### src/rtl/payload_engine_ctrl.sv
// payload_engine_ctrl: streams packet bytes into a parallel engine bank and reports per-packet matches.
// Optional packet/hit counters are built only when PAYLOAD_ENGINE_CTRL_STATS_EN is defined.
module payload_engine_ctrl #(
   parameter int NUM_ENG = 64,
   parameter int IDX_W   = 6
) (
   input  logic               clk,
   input  logic               rst_n,
   input  logic [7:0]         s_data,
   input  logic               s_valid,
   input  logic               s_sof,
   input  logic               s_eof,
   output logic               s_ready,
   output logic [7:0]         eng_char,
   output logic               eng_char_vld,
   output logic               eng_en,
   output logic               eng_sod,
   input  logic [NUM_ENG-1:0] eng_match,
   output logic               m_valid,
   input  logic               m_ready,
   output logic [NUM_ENG-1:0] m_match_vec,
   output logic               m_any,
   output logic [IDX_W-1:0]   m_first_idx,
   output logic [31:0]        stat_pkts,
   output logic [31:0]        stat_hits
);
   typedef enum logic [2:0] {IDLE, SOD, RUN, DRAIN, REPORT} state_t;

   state_t             state_q, state_d;
   logic [1:0]         cnt_q, cnt_d;
   logic [7:0]         eng_char_q, eng_char_d;
   logic               eng_char_vld_q, eng_char_vld_d;
   logic               eng_en_q, eng_en_d;
   logic               eng_sod_q, eng_sod_d;
   logic               m_valid_q, m_valid_d;
   logic [NUM_ENG-1:0] m_match_vec_q, m_match_vec_d;
   logic               m_any_q, m_any_d;
   logic [IDX_W-1:0]   m_first_idx_q, m_first_idx_d;
   logic [IDX_W-1:0]   first_idx;
   logic               hs;

   assign hs = m_valid_q && m_ready;

   // Scan from the top so the lowest set bit wins.
   always_comb begin
      first_idx = '0;
      for (int i = NUM_ENG - 1; i >= 0; i--) if (eng_match[i]) first_idx = IDX_W'(i);
   end

   always_comb begin
      state_d        = state_q;
      cnt_d          = cnt_q;
      s_ready        = 1'b0;
      eng_char_d     = eng_char_q;
      eng_char_vld_d = 1'b0;
      eng_en_d       = 1'b0;
      eng_sod_d      = 1'b0;
      m_valid_d      = m_valid_q;
      m_match_vec_d  = m_match_vec_q;
      m_any_d        = m_any_q;
      m_first_idx_d  = m_first_idx_q;
      case (state_q)
         IDLE: begin
            s_ready = !s_sof;
            if (s_valid && s_sof) state_d = SOD;
         end
         SOD: begin
            eng_sod_d = 1'b1;
            state_d   = RUN;
         end
         RUN: begin
            s_ready = 1'b1;
            if (s_valid) begin
               eng_char_d     = s_data;
               eng_char_vld_d = 1'b1;
               eng_en_d       = 1'b1;
               if (s_eof) begin
                  state_d = DRAIN;
                  cnt_d   = 2'd0;
               end
            end
         end
         DRAIN: begin
            // One flush step with no character lets sticky end states latch.
            eng_en_d = (cnt_q == 2'd0);
            cnt_d    = cnt_q + 2'd1;
            if (cnt_q == 2'd2) begin
               state_d       = REPORT;
               m_valid_d     = 1'b1;
               m_match_vec_d = eng_match;
               m_any_d       = |eng_match;
               m_first_idx_d = first_idx;
            end
         end
         REPORT: begin
            if (hs) begin
               m_valid_d = 1'b0;
               state_d   = IDLE;
            end
         end
         default: state_d = IDLE;
      endcase
   end

   always_ff @(posedge clk) begin
      if (!rst_n) begin
         state_q        <= IDLE;
         cnt_q          <= '0;
         eng_char_q     <= '0;
         eng_char_vld_q <= 1'b0;
         eng_en_q       <= 1'b0;
         eng_sod_q      <= 1'b1;
         m_valid_q      <= 1'b0;
         m_match_vec_q  <= '0;
         m_any_q        <= 1'b0;
         m_first_idx_q  <= '0;
      end else begin
         state_q        <= state_d;
         cnt_q          <= cnt_d;
         eng_char_q     <= eng_char_d;
         eng_char_vld_q <= eng_char_vld_d;
         eng_en_q       <= eng_en_d;
         eng_sod_q      <= eng_sod_d;
         m_valid_q      <= m_valid_d;
         m_match_vec_q  <= m_match_vec_d;
         m_any_q        <= m_any_d;
         m_first_idx_q  <= m_first_idx_d;
      end
   end

   assign eng_char     = eng_char_q;
   assign eng_char_vld = eng_char_vld_q;
   assign eng_en       = eng_en_q;
   assign eng_sod      = eng_sod_q;
   assign m_valid      = m_valid_q;
   assign m_match_vec  = m_match_vec_q;
   assign m_any        = m_any_q;
   assign m_first_idx  = m_first_idx_q;

`ifdef PAYLOAD_ENGINE_CTRL_STATS_EN
   logic [31:0] stat_pkts_q, stat_hits_q;

   always_ff @(posedge clk) begin
      if (!rst_n) begin
         stat_pkts_q <= '0;
         stat_hits_q <= '0;
      end else if (hs) begin
         if (stat_pkts_q != '1) stat_pkts_q <= stat_pkts_q + 32'd1;
         if (m_any_q && stat_hits_q != '1) stat_hits_q <= stat_hits_q + 32'd1;
      end
   end

   assign stat_pkts = stat_pkts_q;
   assign stat_hits = stat_hits_q;
`else
   assign stat_pkts = '0;
   assign stat_hits = '0;
`endif
endmodule

### config.mk
export PLATFORM = sky130hd
export DESIGN_NAME = payload_engine_ctrl
export DESIGN_NICKNAME = d
export VERILOG_FILES = /design/src/rtl/payload_engine_ctrl.sv
export SDC_FILE = /design/constraint.sdc
export NUM_CORES = 1
export LEC_CHECK = 0
export CORE_MARGIN = 1.5
export CORE_UTILIZATION = 45
export CTS_BUF_LIST = sky130_fd_sc_hd__clkbuf_4
export DETAILED_ROUTE_END_ITERATION = 8
export PLACE_DENSITY = 0.88
export SLEW_MARGIN = 30
export SYNTH_ARGS = -nofsm -noshare
export SYNTH_HDL_FRONTEND = slang
export SYNTH_SLANG_ARGS = --single-unit
### constraint.sdc
create_clock -name clk -period 2.8 [get_ports clk]
set_input_delay 0.56 -clock clk [delete_from_list [all_inputs] [get_ports clk]]
set_output_delay 0.56 -clock clk [all_outputs]
set_load 0.01 [all_outputs]
Word level (Yosys, flattened, before mapping)
Index checks and enable logic that the tools add are counted.
{ "classes": {"add_sub_neg": 1, "n_eq_ne": 10, "muxes": 80, "n_reduce_logical": 14} }
{ "ops": {"columns": ["op", "n"], "rows": [
  ["$mux 6", 64],
  ["$reduce_or 64->1", 1],
  ["$mux 3", 5],
  ["$pmux 3 s5", 1],
  ["$ne 2x2->1 const B", 5],
  ["$eq 3x2->1 const B", 2],
  ["$pmux 1 s2", 3],
  ["$reduce_and 2->1", 3],
  ["$reduce_and 3->1", 2],
  ["$reduce_and 5->1", 1],
  ["$mux 1", 4],
  ["$mux 2", 2],
  ["$pmux 2 s2", 1],
  ["$reduce_bool 2->1", 2],
  ["$eq 3x1->1 const B", 1],
  ["$eq 3x3->1 const B", 1],
  ["$logic_not 3->1", 1],
  ["$add 2x1->2 const B", 1],
  ["$eq 2x2->1 const B", 1],
  ["$logic_and 1x1->1", 2],
  ["$logic_not 2->1", 1],
  ["$logic_not 1->1", 1]
]} }
{ "totals": {"reg_bits": 88, "in_bits": 78, "out_inout_bits": 148, "wordCells": 115} }

Depth between registers and ports, before layout
Gate-level depths: netlist (run 1).
{ "logic_depth": {"depth_word": 64, "mapped_depth": 9, "depth_no_buf": 8} }

Worst setup path after synthesis (run 1)
Ideal clock, no wire load.
{ "synth_timing": {"path_kind": "input to register", "startpoint": "input port eng_match[57]", "endpoint": "register m_first_idx_q[3] (netlist: m_first_idx[3])", "setup_time_ps": 122, "arrival_ps": 1732, "required_ps": 2678, "path_slack_ps": 946, "cell_stages": 6, "cell_sequence": "or4_4 > nor2b_2 > o211ai_1 > a211o_1 > nand3b_1 > a31oi_1"} }
{ "synth_via": {"elab_chain_len": 58} }
{ "synth_lines": {"columns": ["element", "line_no", "rtl"], "rows": [
  ["start: declaration", "18", "input logic [NUM_ENG-1:0] eng_match,"],
  ["$mux 6 (58 in series)", "47", "for (int i = NUM_ENG - 1; i >= 0; i--) if (eng_match[i]) first_idx = IDX_W'(i);"],
  ["end signal: assignment", "127", "m_first_idx_q <= m_first_idx_d;"],
  ["end: declaration", "38", "logic [IDX_W-1:0] m_first_idx_q, m_first_idx_d;"]
]} }
No other way between the ends.
A chain may end at the register's enable or synchronous reset.

Worst setup path in the final report (run 1)
{ "layout_timing": {"startpoint": "register state_q[1]", "endpoint": "output port s_ready"} }
{ "layout_via": {"elab_chain_len": 2, "elab_cells_between_ends": 3, "cone_classes": "1 x eq/ne; 1 x mux; 1 x reduce/logical"} }
{ "layout_lines": {"columns": ["element", "line_no", "rtl"], "rows": [
  ["start: declaration", "29", "state_t state_q, state_d;"],
  ["start signal: assignment", "118", "state_q <= state_d;"],
  ["$eq 3x2->1 or $logic_not 3->1 (tied branches)", "62", "case (state_q)"],
  ["$pmux 1 s2 (*)", "62", null],
  ["end: declaration", "13", "output logic s_ready,"]
]} }
Every way passes the cells marked *; elsewhere a longest branch is shown, timed or not.

==> summary.md, run 1 <==
### Drt
* Total Wirelength: 12.58 mm
* detailed-route vias per instance: 5.024
* Max Used Layer: met4
* routed wire length on met3: 727 um
* Pre-Repair DR Iteration Count: 5
* per-cell routed wire length: 14.20 um
* met2 WL post-DR: 6.297 mm
* DRC Markers: 0
* antenna viol nets, final: 0
* violation count after the first detailed-route iteration: 204
* via total after detailed routing: 4451
* routed metal-1 wirelength: 5.420 mm

### Global route
* number of antenna violations at the first check in global routing: 0
* global-route wire length before repair: 20.45 mm
* largest net degree at the start of global routing: 71
* vias in the first global route: 4249
* total routing usage reported by global routing: 23.01%
* aggregate global routing overflow: 0

### Clocking
* TritonCTS Buffers: 9
* post-cts sizing count: 0
* Max Root-Sink Buffers: 2
* count of hold-fix buffers inserted at cts: 0
* level count of the clock H-tree: 3
* # clock sinks: 88
* post-CTS setup buffers: 0
* clock tree from TritonCTS: done
* clock root buffer: clkbuf_4
* clock transition at the register clock pins on the worst setup and hold paths after CTS: 0.14 ns
* clock insertion delay at the later pin of the skew report: 0.43 ns

### Run
* number of max-cap violations: 0

### Setup path
* WP data arrival: 1.92 ns
* worst setup slack for register-to-register paths: 0.62 ns
* CP endpoint kind: primary output
* kind of launch point of the worst setup path: register
* Max Fanout on Critical Path: 6
* Crit path required time: 2.24 ns
* kind of critical path: reg2out

### STA
* Worst Max-Slew Pin Slew: 0.7453 ns
* hold slack final: 0.4687 ns
* post-layout minimum cycle time: 2.476 ns
* unrepaired setup endpoints after global routing: no
* f_max: 403.8 MHz
* count of final max-slew check failures: 0
* final setup violation count: 0
* final-report hold violation count: 0
* setup TNS: 0 ns
* relative max-transition margin: 50.31%
* final period utilization: 88.44%
* setup clock skew after layout: 0.01209 ns
* post-route setup slack: 0.3237 ns

### Yosys
* netlist area before placement: 4613 um^2
* number of distinct library cells after synthesis: 52
* Yosys warning total: 0
* asr flop ratio synth: 0%
* Primary FF master, synth: dfxtp_1
* register bit total from synthesis: 88
* part of the Yosys area used for sequential elements: 38.19%
* count of flip-flops with a built-in enable after synthesis: 0
* syn_area_per_cell: 7.766 um^2
* cell count after synthesis: 594

### Power and ir drop
* maximum vdd drop: 201.6 uV
* P_leak: 2.180 nW
* total power divided by cell area: 381.6 nW/um^2
* total chip power: 0.002388 W

### Placement
* half-perimeter wire length after detailed placement: 9.686 mm
* input/output buffers: 161
* routability congestion estimate from global placement: 0.8080
* pre-CTS setup slack: 0.1272 ns

### Final layout
* fraction of layout instances using a drive strength above 1: 4.914%
* Nets: 828
* growth of design area from synthesis to finish: 35.64%
* number of antenna diodes: 0

### Die
* Starting Density: 46.77%
* die boundary height: 104.3 um
* number of placed I/O pins: 226
* number of placement rows: 36
* DIE WIDTH: 104.3 um
* core footprint: 9864 um^2
* Die Outline Area: 10870 um^2

### Min path
* HP Class: reg2reg

### Outcome
* status: complete, no violations

Yosys cell counts (2+ instances only):
cell type / count / area share, %
nand2_1: 160 / 13
dfxtp_1: 88 / 38
a21boi_0: 65 / 11
buf_4: 64 / 10
nor2_1: 22 / 1.8
a21oi_1: 21 / 2.3
nor4_1: 19 / 2.6
inv_1: 18 / 1.5
o21ai_0: 17 / 1.8
clkbuf_1: 16 / 1.3
nor3_1: 13 / 1.4
a21boi_1: 9 / 1.5
buf_2: 9 / 0.98
nand3_1: 7 / 0.76
nor2b_1: 6 / 0.81
and2_1: 5 / 0.68
a211oi_1: 4 / 0.65
a2111oi_0: 3 / 0.57
o211ai_1: 3 / 0.49
o31ai_1: 3 / 0.49
or4_4: 3 / 0.73
a31oi_1: 2 / 0.27
a32oi_1: 2 / 0.38
and3_1: 2 / 0.27
ha_1: 2 / 0.54
nand3b_1: 2 / 0.33
nand4_1: 2 / 0.27
o311ai_0: 2 / 0.38
o31a_1: 2 / 0.38
through the flow:
step	utilization [%]	std cells	instance area [um^2]
2_1_floorplan	-	657	4850
3_3_place_gp	61.82	870	6098
3_5_place_dp	61.82	870	6098
4_1_cts	63.43	886	6257
5_1_grt	63.43	886	6257
6_report	63.43	886	6257
worst max-delay path, stage by stage, from the launching register on:
cell and delay [ns]:
dfxtp_1 0.48, inv_1 0.15, a211oi_1 0.27, clkdlybuf4s50_1 0.59
worst paths after layout:
| kind | from | to | cells after the start |
|---|---|---|---|
| max reg2reg | cnt_q[0] | m_first_idx[1] | 8 |
| max | state_q[1] | s_ready | 3 |
| min | m_match_vec[25] | m_match_vec[25] | 2 |
| min reg2reg | m_match_vec[25] | m_match_vec[25] | 2 |
logic make-up after synthesis:
kind of cell               count (synthesis)  synth area share, %
AOI/OAI and AO/OA                        141                21.13
adders and majority gates                  2               0.5424
buffers and inverters                    108                14.40
DFF                                       88                38.19
muxes                                      2               0.4611
other                                      1              0.08129
and+or+nand+nor                          252                25.20
cell type report:
class / count / area (um^2)
fill: 883 / 3607
multi-input combinational: 461 / 2429
sequential: 88 / 1762
timing repair buffer: 170 / 1674
tap: 133 / 166.4
clock inverter: 6 / 83.83
clock buffer: 10 / 75.07
inverter: 18 / 67.56
registers in the layout, summed over array words and instances, names as in the netlist:
signal,flops
eng_char,8
eng_char_vld,1
m_first_idx,6
m_any,1
state_q,3
m_match_vec,64
cnt_q,2
m_valid,1
eng_en,1
eng_sod,1
routing by layer:
metal	GRT usage, %	vias to the layer above
li1	-	2197
met1	28.23	2071
met2	40.73	170
met3	3.947	13
met4	7.540	0
met5	0	-
report_power, final:
part	switching, W	total (W)	internal [W]
Clock	0.000438	0.000806	0.000368
Combinational	0.000163	0.000316	0.000153
Sequential	0.00000702	0.00127	0.00126
Total	0.000608	0.00239	0.00178
placed cells by master (no fill, tap or decap), types with 2 or more instances in the layout:
cell type,count
inv_1,18
nand3b_1,2
nand2_1,160
nor4_1,19
and2_1,5
clkinvlp_4,2
and3_1,2
a2111oi_0,3
nand3_1,7
a21boi_0,65
bufinv_16,2
clkdlybuf4s50_1,160
a21oi_1,21
a211oi_1,4
buf_4,9
a32oi_1,2
nand4_1,2
a31oi_1,2
o311ai_0,2
nor3_1,12
o31a_1,2
clkbuf_4,10
nor2_1,22
o21ai_0,17
o31ai_1,3
dfxtp_1,88
ha_1,2
conb_1,64
o211ai_1,3
or4_4,3
nor2b_1,6
a21boi_1,9
Note: power is estimated with default switching activity, not from simulation.
==> inputs of run 2 (changes only) <==
--- a/config.mk
+++ b/config.mk
@@ -5,11 +5,10 @@
 export SDC_FILE = /design/constraint.sdc
 export NUM_CORES = 1
 export LEC_CHECK = 0
-export CORE_MARGIN = 1.5
-export CORE_UTILIZATION = 45
-export CTS_BUF_LIST = sky130_fd_sc_hd__clkbuf_4
+export CORE_UTILIZATION = 44
+export CTS_BUF_LIST = sky130_fd_sc_hd__clkbuf_16
 export DETAILED_ROUTE_END_ITERATION = 8
-export PLACE_DENSITY = 0.88
+export PLACE_DENSITY = 0.86
 export SLEW_MARGIN = 30
 export SYNTH_ARGS = -nofsm -noshare
 export SYNTH_HDL_FRONTEND = slang
==> summary.md, run 2 (synthesis results as in run 1) <==
### Final layout
* number of antenna diodes: 0, unchanged
* max FFs per register: 64, unchanged
* fraction of layout instances using a drive strength above 1: 4.920%, was 4.914%
* Nets: 827, was 828
* layout filler cell count: 867, was 883
* area used by multi-input combinational logic: 2429 um^2, unchanged
* final standard cell count with taps included and fillers excluded: 888, was 886
* growth of design area from synthesis to finish: 39.95%, was 35.64%
* commonest non-fill, non-tap cells in the layout: nand2_1, clkdlybuf4s50_1, dfxtp_1, a21boi_0, conb_1, unchanged
* Register Area: 1762 um^2, unchanged
* final instance area: 6456 um^2, was 6257 um^2

### STA
* count of final max-slew check failures: 0, unchanged
* final-report hold violation count: 0, unchanged
* unrepaired setup endpoints after global routing: no, unchanged
* final setup violation count: 0, unchanged
* f_max: 422.2 MHz, was 403.8 MHz
* post-layout minimum cycle time: 2.369 ns, was 2.476 ns
* relative max-transition margin: 38.85%, was 50.31%
* final period utilization: 84.60%, was 88.44%
* Worst Max-Slew Pin Slew: 0.9172 ns, was 0.7453 ns
* setup TNS: 0 ns, unchanged
* setup clock skew after layout: 0.005299 ns, was 0.01209 ns
* hold slack final: 0.4514 ns, was 0.4687 ns

### Setup path
* ordered list of cells on the worst path: clkdlybuf4s50_1 -> a211oi_1 -> clkdlybuf4s50_1, was inv_1 -> a211oi_1 -> clkdlybuf4s50_1
* worst setup slack for register-to-register paths: 0.53 ns, was 0.62 ns
* family of cells with the greatest summed delay on the critical path: buffers and inverters, unchanged
* largest stage delay on the critical path: 0.58 ns, was 0.59 ns
* kind of critical path: in2out, was reg2out
* Crit path required time: 2.24 ns, about the same
* Max Fanout on Critical Path: 2, was 6
* CP endpoint kind: primary output, unchanged
* WP data arrival: 1.81 ns, was 1.92 ns
* kind of launch point of the worst setup path: input port, was register
* Critical-path top delay cell: clkdlybuf4s50_1, unchanged
* crit-path most repeated cell: clkdlybuf4s50_1
* number of buffer and inverter instances along the worst setup path: 2, unchanged

### Power and ir drop
* Switching Share: 23.48%, was 25.47%
* combinational share of power: 10.7%, was 13.2%
* P_leak: 2.265 nW, was 2.180 nW
* share of power burned in registers: 42.2%, was 53.0%
* total power divided by cell area: 464.4 nW/um^2, was 381.6 nW/um^2
* switching power of the nets: 0.0007040 W, was 0.0006081 W
* cell-internal power: 0.002294 W, was 0.001779 W
* part of the power in the clock network: 47.1%, was 33.7%
* total chip power: 0.002998 W, was 0.002388 W
* maximum vdd drop: 279.1 uV, was 201.6 uV

### Drt
* Pre-Repair DR Iteration Count: 5, unchanged
* antenna viol nets, final: 0, unchanged
* DRC Markers: 0, unchanged
* detailed-route vias per instance: 5.037, was 5.024
* via total after detailed routing: 4473, was 4451
* Total Wirelength: 12.80 mm, was 12.58 mm
* violation count after the first detailed-route iteration: 204, unchanged
* per-cell routed wire length: 14.41 um, was 14.20 um

### Die
* DIE WIDTH: 104.4 um, was 104.3 um
* die boundary height: 104.4 um, was 104.3 um
* Starting Density: 45.09%, was 46.77%
* number of placed I/O pins: 226, unchanged
* Die Outline Area: 10900 um^2, was 10870 um^2
* number of placement rows: 37, was 36
* core footprint: 10230 um^2, was 9864 um^2

### Global route
* global-route wire length before repair: 20.33 mm, was 20.45 mm
* number of antenna violations at the first check in global routing: 0, unchanged
* largest net degree at the start of global routing: 66, was 71
* total routing usage reported by global routing: 22.98%, was 23.01%
* aggregate global routing overflow: 0, unchanged
* vias in the first global route: 4215, was 4249

### Outcome
* status: complete, no violations, unchanged

### Clocking
* TritonCTS Buffers: 9, unchanged
* post-cts sizing count: 0, unchanged
* level count of the clock H-tree: 3, unchanged
* clock insertion delay at the later pin of the skew report: 0.34 ns, was 0.43 ns
* count of hold-fix buffers inserted at cts: 0, unchanged
* clock root buffer: clkbuf_16, was clkbuf_4
* clock transition at the register clock pins on the worst setup and hold paths after CTS: 0.07 ns, was 0.14 ns
* Max Root-Sink Buffers: 2, unchanged
* clock tree from TritonCTS: done, unchanged
* post-CTS setup buffers: 0, unchanged
* # clock sinks: 88, unchanged

### Placement
* area after detailed placement: 6107 um^2, was 6098 um^2
* Inst Count DP: 872, was 870
* half-perimeter wire length after detailed placement: 9.502 mm, was 9.686 mm
* routability congestion estimate from global placement: 0.8311, was 0.8080
* input/output buffers: 161, unchanged

### Min path
* HP Class: reg2reg, unchanged

### Run
* number of max-cap violations: 0, unchanged

run 2: cell types whose count changed in the layout (fill, tap and decap cells not counted), sizes merged:
| cell | delta |
|---|---|
| bufinv | +1 |
| clkinv | -2 |
| buf | -1 |
| clkinvlp | -1 |
| inv | +3 |
| clkbuf | -1 |
run 2: metal layers:
metal	global-route usage, %	routed length (um)
met2	41.77	6350
met4	7.245	184
met5	0	0
met3	4.637	839
met1	26.80	5420
run 2: stage by stage:
stage	utilization, %	worst slack, ns
after floorplan	-	0.9462
after global placement	59.69	0.1675
after detailed placement	59.69	0.1383
after CTS	63.10	0.4273
after global routing	63.10	0.2316
final	63.10	0.4313
run 2: layout make-up:
type,count,area share [%]
multi-input combinational,461,37.62
sequential,88,27.29
timing repair buffer,169,26.01
clock buffer,9,3.488
tap,136,2.636
clock inverter,7,1.919
inverter,18,1.047
run 2: power by group through the flow:
stage	logic, W	registers (W)	clock network (W)
after floorplan	0.000188	0.00129	0
after global placement	0.000311	0.00129	0
after detailed placement	0.000317	0.00129	0
after CTS	0.000318	0.00126	0.00143
after global routing	0.000346	0.00126	0.00149
final	0.000321	0.00126	0.00141
run 2: worst paths after layout:
| path | start | end | depth (start not counted) |
|---|---|---|---|
| worst min register to register | m_match_vec[16] | m_match_vec[16] | 2 |
| worst min-delay path | m_match_vec[16] | m_match_vec[16] | 2 |
| worst max-delay path | s_sof | s_ready | 3 |
| worst max register to register | state_q[0] | m_first_idx[0] | 6 |
run 2: tightest hold or removal path, stage by stage (launching register included):
cell	delay (ns)
dfxtp_1	0.31
nand2_1	0.05
a21boi_1	0.05
